## src/rtl/i2c_pkg.sv

```systemverilog
// Shared definitions for the I2C bus-condition front end: default widths,
// the idle line level and the bundle of single-cycle bus events.
package i2c_pkg;

  localparam int FILT_W_DEF = 4;
  localparam int TMO_W_DEF  = 20;

  // Both lines idle high; synchronisers and filters reset to this level.
  localparam logic LINE_IDLE = 1'b1;

  typedef struct packed {
    logic scl_rising;
    logic scl_faling;
    logic sta;
    logic sto;
  } bus_ev_t;

  // Decodes bus events from the current and previous filtered levels.
  function automatic bus_ev_t decode_ev(input logic en,
                                        input logic scl_now, input logic scl_prev,
                                        input logic sda_now, input logic sda_prev);
    bus_ev_t ev;
    ev.scl_rising = en & scl_now & ~scl_prev;
    ev.scl_faling = en & ~scl_now & scl_prev;
    ev.sta        = en & scl_now & scl_prev & sda_prev & ~sda_now;
    ev.sto        = en & scl_now & scl_prev & ~sda_prev & sda_now;
    return ev;
  endfunction

endpackage

```

## src/rtl/i2c_line_filt.sv

```systemverilog
// One I2C line: two-flop synchroniser followed by a glitch filter that
// accepts a new level only after filt_len+1 consecutive disagreeing samples.
module i2c_line_filt
  import i2c_pkg::*;
#(
  parameter int FILT_W = FILT_W_DEF
) (
  input  logic              clk,
  input  logic              rstn,
  input  logic              pad,
  input  logic [FILT_W-1:0] filt_len,
  output logic              lvl
);

  logic [1:0]        sync_q;
  logic              sync_lvl;
  logic [FILT_W-1:0] cnt_q;
  logic              lvl_q;

  always_ff @(posedge clk or negedge rstn) begin
    if (!rstn) begin
      sync_q <= {2{LINE_IDLE}};
    end else begin
      sync_q <= {sync_q[0], pad};
    end
  end

  assign sync_lvl = sync_q[1];

  // The >= compare keeps the counter bounded if filt_len shrinks mid-count.
  always_ff @(posedge clk or negedge rstn) begin
    if (!rstn) begin
      lvl_q <= LINE_IDLE;
      cnt_q <= '0;
    end else if (sync_lvl == lvl_q) begin
      cnt_q <= '0;
    end else if (cnt_q >= filt_len) begin
      lvl_q <= ~lvl_q;
      cnt_q <= '0;
    end else begin
      cnt_q <= cnt_q + 1'b1;
    end
  end

  assign lvl = lvl_q;

endmodule

```

## src/rtl/i2c_bus_cond.sv

```systemverilog
// I2C bus-condition detector: filtered SCL/SDA levels, edge and START/STOP
// strobes, bus-busy tracking and an SCL-stuck-low timeout interrupt.
module i2c_bus_cond
  import i2c_pkg::*;
#(
  parameter int FILT_W = FILT_W_DEF,
  parameter int TMO_W  = TMO_W_DEF
) (
  input  logic              clk,
  input  logic              rstn,
  input  logic              cr_en,
  input  logic [FILT_W-1:0] filt_len,
  input  logic [TMO_W-1:0]  tmo_limit,
  input  logic              scl_pad,
  input  logic              sda_pad,
  output logic              scl_f,
  output logic              sda_f,
  output logic              scl_rising,
  output logic              scl_faling,
  output logic              sta,
  output logic              sto,
  output logic              busy,
  output logic              irq_tmo
);

  logic           scl_q;
  logic           sda_q;
  bus_ev_t        ev;
  logic           busy_q;
  logic [TMO_W-1:0] t_q;
  logic [TMO_W-1:0] t_inc;
  logic           t_sat;
  logic           tmo_arm;
  logic           tmo_hit;
  logic           irq_q;

  // Filters run independently of cr_en so levels are valid at enable.
  i2c_line_filt #(.FILT_W(FILT_W)) u_scl_filt (
    .clk      (clk),
    .rstn     (rstn),
    .pad      (scl_pad),
    .filt_len (filt_len),
    .lvl      (scl_f)
  );

  i2c_line_filt #(.FILT_W(FILT_W)) u_sda_filt (
    .clk      (clk),
    .rstn     (rstn),
    .pad      (sda_pad),
    .filt_len (filt_len),
    .lvl      (sda_f)
  );

  // Idle reset values match the filter reset, so reset release is silent.
  always_ff @(posedge clk or negedge rstn) begin
    if (!rstn) begin
      scl_q <= LINE_IDLE;
      sda_q <= LINE_IDLE;
    end else begin
      scl_q <= scl_f;
      sda_q <= sda_f;
    end
  end

  assign ev = decode_ev(cr_en, scl_f, scl_q, sda_f, sda_q);

  assign scl_rising = ev.scl_rising;
  assign scl_faling = ev.scl_faling;
  assign sta        = ev.sta;
  assign sto        = ev.sto;

  // Timeout runs only while an enabled, busy bus has SCL held low.
  assign tmo_arm = cr_en & busy_q & ~scl_f & (tmo_limit != '0);
  assign t_sat   = &t_q;
  assign t_inc   = t_sat ? t_q : t_q + 1'b1;
  assign tmo_hit = tmo_arm & (t_inc == tmo_limit) & (t_q != tmo_limit);

  always_ff @(posedge clk or negedge rstn) begin
    if (!rstn) begin
      t_q <= '0;
    end else if (!tmo_arm) begin
      t_q <= '0;
    end else begin
      t_q <= t_inc;
    end
  end

  always_ff @(posedge clk or negedge rstn) begin
    if (!rstn) begin
      irq_q <= 1'b0;
    end else begin
      irq_q <= tmo_hit;
    end
  end

  // Busy drops on the same edge that raises irq_tmo.
  always_ff @(posedge clk or negedge rstn) begin
    if (!rstn) begin
      busy_q <= 1'b0;
    end else if (!cr_en) begin
      busy_q <= 1'b0;
    end else if (ev.sto || tmo_hit) begin
      busy_q <= 1'b0;
    end else if (ev.sta) begin
      busy_q <= 1'b1;
    end
  end

  assign busy    = busy_q;
  assign irq_tmo = irq_q;

endmodule

```

## config.mk

```make
export PLATFORM = sky130hd
export DESIGN_NAME = i2c_bus_cond
export DESIGN_NICKNAME = d
export VERILOG_FILES = /design/src/rtl/i2c_pkg.sv /design/src/rtl/i2c_line_filt.sv /design/src/rtl/i2c_bus_cond.sv
export SDC_FILE = /design/constraint.sdc
export NUM_CORES = 1
export LEC_CHECK = 0
export BUFFER_PORTS_ARGS = -buffer_cell sky130_fd_sc_hd__buf_2
export CORE_ASPECT_RATIO = 1.1
export CORE_MARGIN = 2
export CORE_UTILIZATION = 25
export CTS_CLUSTER_DIAMETER = 150
export DETAILED_ROUTE_END_ITERATION = 7
export GPL_ROUTABILITY_DRIVEN = 0
export HOLD_SLACK_MARGIN = 0.12
export PLACE_DENSITY_LB_ADDON = 0.2
export SLEW_MARGIN = 20
export SYNTH_ARGS = -nofsm -noshare
export SYNTH_HDL_FRONTEND = slang
export SYNTH_SLANG_ARGS = --single-unit
```

## constraint.sdc

```tcl
create_clock -name clk -period 2.76 [get_ports clk]
set_input_delay 0.276 -clock clk [delete_from_list [all_inputs] [get_ports clk]]
set_output_delay 0.276 -clock clk [all_outputs]
set_load 0.02 [all_outputs]
```

==> impl_metrics.yaml <==
worst_setup_path:
  worstPathArrival_ns: 2.77
  cp_cell_sequence: "nand4_1 > buf_4 > nor2_1 > nand4_1 > nor3_1 > o211ai_1 > nor4_1 > and4_1 > nor2_1"
  cp_max_fo: 8
  crit_path_start_kind: "register"
  r2r_cells: 9
  crit_path_end_kind: "register"
  path_class: "register to register"
  slowest_delay_ns: 0.47
  cp_slowest_cell: "dfrtp_2"
  critPathRequiredTime_ns: 2.93
timing:
  slew_violations: 0
  worst_slew_pin_slew_ns: 0.923
  fmax_ghz: 0.385
  finClkSkew_ns: 0.0108
  fin_setup_tns_ns: 0
  fin_crit_sh: 0.941
  maxSlewHeadroom: 0.385
  hold_violations: 0
  period_minus_slack_ns: 2.60
  rsz0062_at_grt: "false"
  setup_viol_count_final: 0
detailed_routing:
  drc: 0
  num_vias: 2581
  drt_iter0_drc: 163
  wl_per_cell_um: 16.2
  first_pass_iters: 4
  ant_nets: 0
  drt_wl_total_mm: 8.41
  viasPerCell: 4.98
yosys:
  ys_ff_latch: 38
  synth_seq_area_share: 0.342
  synth_most_common_cell: "nor2_1"
  synth.distinct_cells: 52
  synth_top_area_share: 0.267
  ys_top_cells_by_area: "dfrtp_1, dfstp_2, xnor2_1"
  ys_async_sr_fraction: 1.00
  syn_inst: 317
  yosysTopAreaCell: "dfrtp_1"
  synthFlopType: "dfrtp_1"
  synth_edf_count: 0
  synth_area_per_cell_sq_um: 8.87
  synth_commonest_cells: "nor2_1, dfrtp_1, xnor2_1, xor2_1, nand3_1"
  yosys_warnings: 0
  synth_nets: 357
  synth_area_sq_mm: 0.00281
global_route:
  grt_max_degree: 39
  grt-busiest-layer: "met2"
  grt-ovfl-total: 0
  antenna_found_initial: 0
  grt_use_met2: 0.246
  grtUsageTotal: 0.147
  grt_pass1_wl_mm: 13.8
  grt_pass1_vias: 2601
  use_met3: 0.0244
  grt_use_met1: 0.193
floorplanning:
  io_pins: 37
  die_area_sq_mm: 0.0121
  die_h_um: 115
  start_util: 0.257
  core-area_sq_mm: 0.0110
  dieWidth_um: 105
  rows: 40
finish:
  antennaDiodeCount: 0
  drive_gt1_frac: 0.264
  area_growth_pct: 22.8
  final_nets: 410
  stdcell_area_sq_mm: 0.00345
cts:
  clock-root-buffer: "clkbuf_16"
  clkTransAtPathRegs_ns: 0.07
  cts_tree: "yes"
  cts_sinks: 38
  clk_latency_ns: 0.29
  htreeDepth: 2
  clock_tree.buffer_depth: 2
  cts_buffers: 5
place:
  io_buffers: 36
  placed_area_sq_mm: 0.00325
  dp_hpwl_mm: 6.60
pwr:
  p_leak_uw: 0.00144
  pwr_density_cell_mw_per_mm2: 486
  vdd_drop_max_uv: 201
job:
  max_cap_viol_count: 0
hold_path:
  hold_class: "primary input to async pin"
outcome:
  status: "finished, final reports clean"
stage by stage:
stage	cells	power, uW	utilization	setup slack [ns]	hold slack, ns
3_5_place_dp	506	1090	0.297	0.0973	0.348
3_3_place_gp	506	1080	0.297	0.121	0.347
4_1_cts	516	1700	0.312	0.0913	0.175
5_1_grt	518	1780	0.315	0.0102	0.221
2_1_floorplan	317	946	-	0.122	-0.0196
6_report	518	1680	0.315	0.162	0.132
cell usage in the layout, fill, tap and decap left out, drive strengths merged, types with 4 or more instances in the layout:
cell type | Yosys | layout
a21o | 4 | 4
a21oi | 12 | 12
and3 | 9 | 9
and4 | 6 | 6
buf | 11 | 58
clkbuf | 3 | 6
dfrtp | 30 | 30
dfstp | 8 | 8
ha | 11 | 11
inv | 10 | 10
mux2 | 4 | 4
nand2 | 15 | 15
nand2b | 5 | 5
nand3 | 18 | 18
nand4 | 11 | 11
nor2 | 39 | 39
nor2b | 5 | 5
nor3 | 8 | 8
nor4 | 14 | 14
o21ai | 11 | 11
o22ai | 4 | 4
xnor2 | 24 | 24
xor2 | 19 | 19
worst paths after layout:
check,end,slack (ns),start
max reg2reg,busy,0.16,t_q[9]
min reg2reg,u_scl_filt.sync_q[1],0.36,u_scl_filt.sync_q[0]
max,busy,0.16,t_q[9]
min,t_q[16],0.13,rstn
max in group asynchronous,t_q[9],2.00,rstn
min in group clk,busy,0.30,cr_en
state kept, by name, indices dropped and copies added, names as in the netlist:
register / count
u_sda_filt.sync_q: 2
u_scl_filt.sync_q: 2
t_q: 20
sda_q: 1
u_scl_filt.cnt_q: 4
u_sda_filt.lvl: 1
busy: 1
scl_q: 1
u_scl_filt.lvl: 1
u_sda_filt.cnt_q: 4
irq_tmo: 1
layer usage:
layer | wire length (um) | vias up | part of all wire
li1 | - | 1261 | -
met1 | 3920 | 1231 | 0.47
met2 | 3940 | 74 | 0.47
met3 | 378 | 15 | 0.045
met4 | 172 | 0 | 0.020
met5 | 0 | - | 0
critical path: cells and delay by family, from the launching register on:
| family | cells | cell delay, ns |
|---|---|---|
| flops | 1 | 0.47 |
| buf+inv | 1 | 0.21 |
| compound gates | 1 | 0.14 |
| simple gates | 7 | 1.67 |
cells by family (layout without fill, tap and decap cells):
family / Yosys count / in the layout / synth area share
compound gates: 53 / 53 / 0.127
xor+xnor: 43 / 43 / 0.134
flops: 38 / 38 / 0.342
simple gates: 142 / 142 / 0.286
fa+ha+maj: 11 / 11 / 0.0489
mux: 6 / 6 / 0.0231
buf+inv: 24 / 78 / 0.0396
report_power, final:
group	internal [uW]	total, uW	switching [uW]
sequential	646	718	71.6
combinational	164	360	196
clock	358	599	241
total	1170	1680	509
cell type report:
cell class              count  area [sq um]
repair buffers             60           365
clock buffers               6           139
inverters                  10          37.5
well taps                 147           184
flip-flops and latches     38           963
fillers                  1173          7510
multi-input cells         255          1750
clock inverters             2          12.5
repair_timing:
action / in CTS / in global routing
hold buffers: 2 / 0
setup endpoints to repair: 0 / 2
endpoints found under the hold margin: 2 / 0
buffers inserted: 0 / 2
resized for setup: 0 / 6
Power figures use the tool's default switching activity.
